## config.mk

```make
export PLATFORM = sky130hd
export DESIGN_NAME = hdmi_oser_lane_ctrl
export DESIGN_NICKNAME = d
export VERILOG_FILES = /design/src/rtl/hdmi_oser_pkg.sv /design/src/rtl/hdmi_oser_lane_ctrl_lock_filter.sv /design/src/rtl/hdmi_oser_lane_ctrl.sv
export SDC_FILE = /design/constraint.sdc
export NUM_CORES = 1
export LEC_CHECK = 0
export CAP_MARGIN = 20
export CORE_MARGIN = 4
export CORE_UTILIZATION = 42
export CTS_BUF_LIST = sky130_fd_sc_hd__clkbuf_16
export CTS_CLUSTER_DIAMETER = 50
export DETAILED_ROUTE_END_ITERATION = 10
export PLACE_DENSITY = 0.82
export SYNTH_ARGS = -nofsm -noshare
export SYNTH_HDL_FRONTEND = slang
export SYNTH_SLANG_ARGS = --single-unit
```

## constraint.sdc

```tcl
create_clock -name paralell_clk -period 2.05 [get_ports paralell_clk]
set_clock_uncertainty 0.15 [all_clocks]
set_input_delay 0.3075 -clock paralell_clk [delete_from_list [all_inputs] [get_ports paralell_clk]]
set_output_delay 0.3075 -clock paralell_clk [all_outputs]
set_load 0.02 [all_outputs]
```

## src/rtl/hdmi_oser_pkg.sv

```systemverilog
// Shared definitions for the HDMI serializer lane controller: FSM state
// encoding, TMDS control/clock symbols and the lock-loss counter width.
package hdmi_oser_pkg;

    typedef enum logic [1:0] {
        WAIT_LOCK = 2'd0,
        RST_HOLD  = 2'd1,
        SETTLE    = 2'd2,
        RUN       = 2'd3
    } lane_state_t;

    // TMDS control symbol for C1C0 = 00, used whenever real data is not flowing.
    localparam logic [9:0] IDLE_WORD = 10'b1101010100;
    // Five ones then five zeros: one pixel-clock period on the clock lane.
    localparam logic [9:0] CLK_WORD  = 10'b1111100000;

    localparam int LOSS_CNT_W = 8;

    // Increment that sticks at the all-ones value instead of wrapping.
    function automatic logic [LOSS_CNT_W-1:0] sat_inc(input logic [LOSS_CNT_W-1:0] v);
        logic [LOSS_CNT_W-1:0] r;
        if (v == {LOSS_CNT_W{1'b1}}) begin
            r = v;
        end else begin
            r = v + {{(LOSS_CNT_W-1){1'b0}}, 1'b1};
        end
        return r;
    endfunction

endpackage

```

## src/rtl/hdmi_oser_lane_ctrl_lock_filter.sv

```systemverilog
// PLL lock qualifier: two-flop synchronizer followed by a counter of
// consecutive high samples. lock_stable is asserted in the cycle where the
// counter is about to reach LOCK_FILTER, so the consumer changes state on
// the same edge the count is reached; the counter then restarts from zero.
import hdmi_oser_pkg::*;

module hdmi_oser_lane_ctrl_lock_filter #(
    parameter int LOCK_FILTER = 64
) (
    input  logic clk,
    input  logic reset,
    input  logic pll_lock,
    output logic lock_s,
    output logic lock_stable
);

    localparam int CW = $clog2(LOCK_FILTER + 1);

    logic          sync1_r;
    logic          sync2_r;
    logic [CW-1:0] cnt_r;

    assign lock_s      = sync2_r;
    assign lock_stable = sync2_r && (cnt_r == CW'(LOCK_FILTER - 1));

    // Synchronize pll_lock and count consecutive synchronized-high cycles.
    always_ff @(posedge clk) begin
        if (reset) begin
            sync1_r <= 1'b0;
            sync2_r <= 1'b0;
            cnt_r   <= '0;
        end else begin
            sync1_r <= pll_lock;
            sync2_r <= sync1_r;
            if (!sync2_r) begin
                cnt_r <= '0;
            end else if (lock_stable) begin
                cnt_r <= '0;
            end else begin
                cnt_r <= cnt_r + CW'(1);
            end
        end
    end

endmodule

```

## src/rtl/hdmi_oser_lane_ctrl.sv

```systemverilog
// Bring-up / run-time controller for three TMDS data-lane serializers and
// the TMDS clock lane. Sequence: wait for a filtered PLL lock, hold the
// serializers in reset, flush idle symbols, then pass encoder words.
// Any loss of synchronized lock after WAIT_LOCK tears the link down.
// Optional feature macro: HDMI_OSER_TEST_PATTERN_EN adds test_mode, which
// replaces the data lanes with CLK_WORD while in RUN.
import hdmi_oser_pkg::*;

module hdmi_oser_lane_ctrl #(
    parameter int LOCK_FILTER    = 64,
    parameter int SER_RST_CYCLES = 16,
    parameter int SETTLE_CYCLES  = 8
) (
    input  logic                  paralell_clk,
    input  logic                  reset,
    input  logic                  pll_lock,
`ifdef HDMI_OSER_TEST_PATTERN_EN
    input  logic                  test_mode,
`endif
    input  logic                  tmds_valid,
    input  logic [9:0]            tmds_in_0,
    input  logic [9:0]            tmds_in_1,
    input  logic [9:0]            tmds_in_2,
    output logic                  ser_reset,
    output logic [9:0]            paralell_data_0,
    output logic [9:0]            paralell_data_1,
    output logic [9:0]            paralell_data_2,
    output logic [9:0]            paralell_data_clk,
    output logic                  link_ready,
    output logic [LOSS_CNT_W-1:0] lock_loss_cnt
);

    localparam int TMAX = (SER_RST_CYCLES > SETTLE_CYCLES) ? SER_RST_CYCLES : SETTLE_CYCLES;
    localparam int TW   = $clog2(TMAX + 1);

    lane_state_t   state_r;
    logic [TW-1:0] timer_r;
    logic          lock_s;
    logic          lock_stable_s;
    logic          test_sel_s;

`ifdef HDMI_OSER_TEST_PATTERN_EN
    assign test_sel_s = test_mode;
`else
    assign test_sel_s = 1'b0;
`endif

    hdmi_oser_lane_ctrl_lock_filter #(
        .LOCK_FILTER (LOCK_FILTER)
    ) u_lock_filter (
        .clk         (paralell_clk),
        .reset       (reset),
        .pll_lock    (pll_lock),
        .lock_s      (lock_s),
        .lock_stable (lock_stable_s)
    );

    // Word sent on a data lane while the link is running.
    function automatic logic [9:0] run_word(input logic tm, input logic v, input logic [9:0] w);
        logic [9:0] r;
        if (tm) begin
            r = CLK_WORD;
        end else if (v) begin
            r = w;
        end else begin
            r = IDLE_WORD;
        end
        return r;
    endfunction

    // Link FSM with all outputs registered; defaults describe the link-down
    // condition and each state overrides what it drives differently.
    always_ff @(posedge paralell_clk) begin
        if (reset) begin
            state_r           <= WAIT_LOCK;
            timer_r           <= '0;
            ser_reset         <= 1'b1;
            link_ready        <= 1'b0;
            lock_loss_cnt     <= '0;
            paralell_data_0   <= IDLE_WORD;
            paralell_data_1   <= IDLE_WORD;
            paralell_data_2   <= IDLE_WORD;
            paralell_data_clk <= CLK_WORD;
        end else begin
            ser_reset         <= 1'b1;
            link_ready        <= 1'b0;
            paralell_data_0   <= IDLE_WORD;
            paralell_data_1   <= IDLE_WORD;
            paralell_data_2   <= IDLE_WORD;
            paralell_data_clk <= CLK_WORD;
            timer_r           <= '0;
            case (state_r)
                WAIT_LOCK: begin
                    if (lock_stable_s) begin
                        state_r <= RST_HOLD;
                    end else begin
                        state_r <= WAIT_LOCK;
                    end
                end
                RST_HOLD: begin
                    if (!lock_s) begin
                        state_r       <= WAIT_LOCK;
                        lock_loss_cnt <= sat_inc(lock_loss_cnt);
                    end else if (timer_r == TW'(SER_RST_CYCLES - 1)) begin
                        state_r   <= SETTLE;
                        ser_reset <= 1'b0;
                    end else begin
                        state_r <= RST_HOLD;
                        timer_r <= timer_r + TW'(1);
                    end
                end
                SETTLE: begin
                    if (!lock_s) begin
                        state_r       <= WAIT_LOCK;
                        lock_loss_cnt <= sat_inc(lock_loss_cnt);
                    end else if (timer_r == TW'(SETTLE_CYCLES - 1)) begin
                        state_r         <= RUN;
                        ser_reset       <= 1'b0;
                        link_ready      <= 1'b1;
                        paralell_data_0 <= run_word(test_sel_s, tmds_valid, tmds_in_0);
                        paralell_data_1 <= run_word(test_sel_s, tmds_valid, tmds_in_1);
                        paralell_data_2 <= run_word(test_sel_s, tmds_valid, tmds_in_2);
                    end else begin
                        state_r   <= SETTLE;
                        ser_reset <= 1'b0;
                        timer_r   <= timer_r + TW'(1);
                    end
                end
                RUN: begin
                    if (!lock_s) begin
                        state_r       <= WAIT_LOCK;
                        lock_loss_cnt <= sat_inc(lock_loss_cnt);
                    end else begin
                        state_r         <= RUN;
                        ser_reset       <= 1'b0;
                        link_ready      <= 1'b1;
                        paralell_data_0 <= run_word(test_sel_s, tmds_valid, tmds_in_0);
                        paralell_data_1 <= run_word(test_sel_s, tmds_valid, tmds_in_1);
                        paralell_data_2 <= run_word(test_sel_s, tmds_valid, tmds_in_2);
                    end
                end
                default: begin
                    state_r <= WAIT_LOCK;
                end
            endcase
        end
    end

endmodule
```

Yosys cells after proc, flatten, opt, wreduce, memory -nomap -nowiden --
Cells that the tools add are included.
Storage, ports and cells: output and inout port bits 50, flip-flop bits (word level) 56
Operators by class: bitwise logic cells 2, equality and inequality tests 7, $add $sub $neg 3, mux-type cells 35, reduce and logical (&&, ||, !) cells 6
Operator list (count):
- $mux 10 | 12
- $pmux 10 s2 | 3
- $mux 5 | 4
- $pmux 5 s2 | 1
- $add 8x1->8 const B | 1
- $eq 8x8->1 const B | 1
- $mux 1 | 8
- $mux 2 | 4
- $pmux 2 s4 | 1
- $add 7x1->7 const B | 1
- $eq 7x6->1 const B | 1
- $reduce_or 3->1 | 2
- $add 5x1->5 const B | 1
- $eq 5x3->1 const B | 1
- $eq 5x4->1 const B | 1
- $eq 2x2->1 const B | 2
- $pmux 1 s2 | 2
- $reduce_and 3->1 | 1
- $eq 2x1->1 const B | 1
- $logic_not 2->1 | 1
- $not 1->1 | 2
- $reduce_or 2->1 | 1
- $logic_and 1x1->1 | 1

Longest topological paths before layout --
depth in word-level cells 4, mapped depth 7, mapped depth without buffers 6

Cells and area by module --
Synthesis repeated with hierarchy kept, for this count alone.
Unflattened totals: cell total of the unflattened synthesis 214, area total of the unflattened synthesis 2162.1 sq um
Modules (own cells, without submodules):
- hdmi_oser_lane_ctrl | cells each 179, area each 1821.7 sq um, instances 1
- hdmi_oser_lane_ctrl_lock_filter | cells each 35, area each 340.3 sq um, instances 1

Worst setup path before layout --
Ideal clock, no wire load.
path type register -> register, start reg state_r[0], end reg lock_loss_cnt[6], library setup time 0.070 ns, stages on the path, launching flop included 8, arrival 1.489 ns, buffers on the path 1, setup slack 0.341 ns, cells stage by stage dfxtp_1 > inv_1 > ha_1 > nor2_4 > o31ai_4 > buf_6 > or4_1 > a21oi_1
On the way: longest elaborated chain between the ends 3, elaborated cells on any way between the ends 5, classes of those cells eq/ne (3); reduce/logical (2)
Ends and longest elaborated chain:
- start, declared | RTL line hdmi_oser_lane_ctrl.sv:36 | lane_state_t state_r;
- start signal, assigned | RTL line hdmi_oser_lane_ctrl.sv:75 | state_r <= WAIT_LOCK;
- start signal, assigned | RTL line hdmi_oser_lane_ctrl.sv:95 | state_r <= RST_HOLD;
- start signal, assigned | RTL line hdmi_oser_lane_ctrl.sv:97 | state_r <= WAIT_LOCK;
- $eq 2x2->1 or $eq 2x1->1 (tied branches) | RTL line hdmi_oser_lane_ctrl.sv:92 | case (state_r)
- $reduce_or 3->1 (no line) *
- $reduce_and 3->1 (no line) *
- end signal, assigned | RTL line hdmi_oser_lane_ctrl.sv:103 | lock_loss_cnt <= sat_inc(lock_loss_cnt);
- end signal, assigned | RTL line hdmi_oser_lane_ctrl.sv:115 | lock_loss_cnt <= sat_inc(lock_loss_cnt);
- end signal, assigned | RTL line hdmi_oser_lane_ctrl.sv:132 | lock_loss_cnt <= sat_inc(lock_loss_cnt);
- end, declared | RTL line hdmi_oser_lane_ctrl.sv:30 | output logic [LOSS_CNT_W-1:0] lock_loss_cnt
Mark *: on every way between the ends. The rest lies on a longest branch, timed or not. A chain may end at the register's enable or synchronous reset.

Final worst setup path --
start reg lock_loss_cnt[3], end out lock_loss_cnt[3]
No word-level cell between the ends.

==> impl_results.md <==
* Outcome: finished clean
* Finished Core Util at 63.00%
* Int Pwr at 1.722 mW
* F_max at 539.4 MHz
* Met2 usage at 23.54%
* Synth cell count leaders: dfxtp_1, nor2_1, or3_1
* First-pass GRT wire length at 6.906 mm
* Post-Syn Area at 2078 sq um
* Startpoint class of the critical path: register
* Setup WS post-layout at 0.1960 ns
* Fin. max-slew vios at 0
* CTS Buf Count at 5
* Critical Path RT at 1.59 ns
* Core Area at 4755 sq um
* Syn Area/Cell at 10.39 sq um
* Pwr per Cell Area at 708.7 nW/um^2
* Relative slew slack at 65.74%
* Post-synthesis sequential area ratio at 53.94%
* Synth cell types at 41
* Synth Instances at 200
* Final nets at 316
* Final Hold Viols at 0
* FFs w/ async S/R, synth at 0%
* Vias at 1587
* CTS root buffer: clkbuf_16
* CTS tree: yes
* # rows at 25
* Grt peak-use layer: met2
* Die ar. at 6138 sq um
* Slew of the pin with the lowest slew margin at 0.5039 ns
* Iter 0 DRT Violations at 68
* Antenna Cells at 0
* FF+latch count, synth at 56
* Crit-path max cell delay at 0.66 ns
* Yosys warning count at 0
* Cells along the critical path: clkdlybuf4s50_1
* Slowest CP cell: clkdlybuf4s50_1
* DP Wirelength at 3.256 mm
* Power share of the clock group at 44.3%
* Arr. time, crit path at 1.40 ns
* Area delta synth->final at 44.13%
* Max FO, Critical Path at 7
* Pre-antenna DRT Iters at 4
* Antenna violations before repair at 0
* Delay-heaviest family, CP: buffers and inverters
* Synth area leader: dfxtp_1
* Pin count of the biggest net entering global routing at 18
* Post-synth top area share at 53.94%
* Vias per cell at 4.640
* Clock Latency Late Sink at 0.29 ns
* Detailed Route WL at 4.231 mm
* Grt ovf at 0
* H-tree Lvls at 2
* Setup violations, final at 0
* Max Cap Viol at 0
* Grt met3 use at 5.505%
* Combinational power share at 4.3%
* Leakage at 1.137 nW
* Sw Pwr at 0.4010 mW
* Boundary Pins at 84
* Worst vdd ir at 0.3942 mV
* Initial cell density of the core at 43.71%
* Tmin final at 1.854 ns
* Routability congestion estimate at 0.7422
* WHS at 0.2905 ns
* Ranking of synthesized cells by area: dfxtp_1, or3_1, and2_1
* Share of cells above drive strength 1 at 6.545%
* Pwr Total at 2.123 mW
* Top_reg_cell synth: dfxtp_1
* Post-CTS setup buffers at 0
* CP Capture Type: primary output
* Worst R2R Setup Slack at 0.20 ns
* Total track usage at 14.52%
* Post-CTS Hold Buffers at 0
* Crit Path Category: register to primary output
* Post-route ant nets at 0
* WL per Instance at 12.37 um
* DRC at 0
* Switching Share at 18.89%
* GR Util met1 at 17.48%
* Worst hold path type: register to register
* Post-CTS Resized at 0
* Count leader, synth: dfxtp_1
* Clk sinks at 56
* Clock Path Buffers at 2
* WP buf/inv at 1
* Vias in the first global route at 1448
* Die Ht at 78.35 um
* Clock transition at path regs at 0.07 ns
* Seq pwr share at 51.4%
* DIE WIDTH at 78.35 um
* Post-route setup TNS at 0 ns
* Dpl ws at 0.03100 ns
* Port bufs at 73
* Final worst-path cycle share at 90.44%
* Post-synth EDFFs at 0
* RSZ-0062 raised after global routing: no
==> final timing paths <==
check | endpoint | depth (start not counted) | start
max reg2reg | lock_loss_cnt[7] | 6 | state_r[0]
max | lock_loss_cnt[3] | 1 | lock_loss_cnt[3]
min | u_lock_filter.lock_s | 1 | u_lock_filter.sync1_r
min reg2reg | u_lock_filter.lock_s | 1 | u_lock_filter.sync1_r
==> worst reg2reg max path, delay by kind of cell, from the launching register on <==
family                     cells  cell delay, ns
adders and majority gates      1            0.28
DFF                            1            0.36
AOI/OAI and AO/OA              2            0.30
buffers and inverters          1            0.08
and+or+nand+nor                2            0.64
==> layout by cell type, fill, tap and decap left out, types with 2 or more instances in the layout <==
cell and instances:
or4_1 3, o31ai_1 3, inv_1 7, clkbuf_16 5, nand3_1 6, xor2_1 5
clkdlybuf4s50_1 73, and2_1 16, and3_1 2, o21ai_0 5, conb_1 10, ha_1 8
or3_1 17, nor2_1 17, nor3b_1 2, nor2b_1 2, nand2_1 6, dfxtp_1 56
xnor2_1 3, a21oi_1 6
==> per-layer routing <==
metal,vias up,share of wire [%]
li1,802,-
met1,709,44
met2,70,46
met3,6,8.1
met4,0,1.5
met5,-,0
==> through the flow <==
step                      cell area (sq um)  cells
after floorplan                        2108    208
after global placement                 2828    334
after detailed placement               2828    334
after CTS                              2995    342
after global routing                   2995    342
final                                  2995    342
==> logic make-up after synthesis <==
| family | after synthesis | share of synthesized area [%] |
|---|---|---|
| buf+inv | 22 | 6.201 |
| fa+ha+maj | 8 | 4.817 |
| xor+xnor | 8 | 3.372 |
| compound gates | 22 | 7.707 |
| mux | 2 | 1.144 |
| other cells | 2 | 0.3614 |
| simple gates | 80 | 22.46 |
| flops | 56 | 53.94 |
==> state kept, by name (all words and copies together), names as in the netlist <==
signal / count
link_ready: 1
lock_loss_cnt: 8
paralell_data_0: 10
paralell_data_1: 10
paralell_data_2: 10
ser_reset: 1
state_r: 2
timer_r: 5
u_lock_filter.cnt_r: 7
u_lock_filter.lock_s: 1
u_lock_filter.sync1_r: 1
==> final cells by class <==
cell class | count | area [sq um]
Sequential cell | 56 | 1121
Multi-Input combinational cell | 130 | 858.3
Tap cell | 67 | 83.83
Clock buffer | 5 | 125.1
Clock inverter | 3 | 42.54
Inverter | 7 | 26.28
Fill cell | 397 | 1759
Timing Repair Buffer | 74 | 738.2
==> power groups by stage <==
stage          logic (mW)  registers [mW]  clock network (mW)
2_1_floorplan      0.0388            1.12                   0
3_3_place_gp       0.0892            1.12                   0
3_5_place_dp       0.0895            1.12                   0
4_1_cts            0.0906            1.09               0.971
5_1_grt            0.0959            1.09                1.03
6_report           0.0904            1.09               0.941
Power figures use the tool's default switching activity.
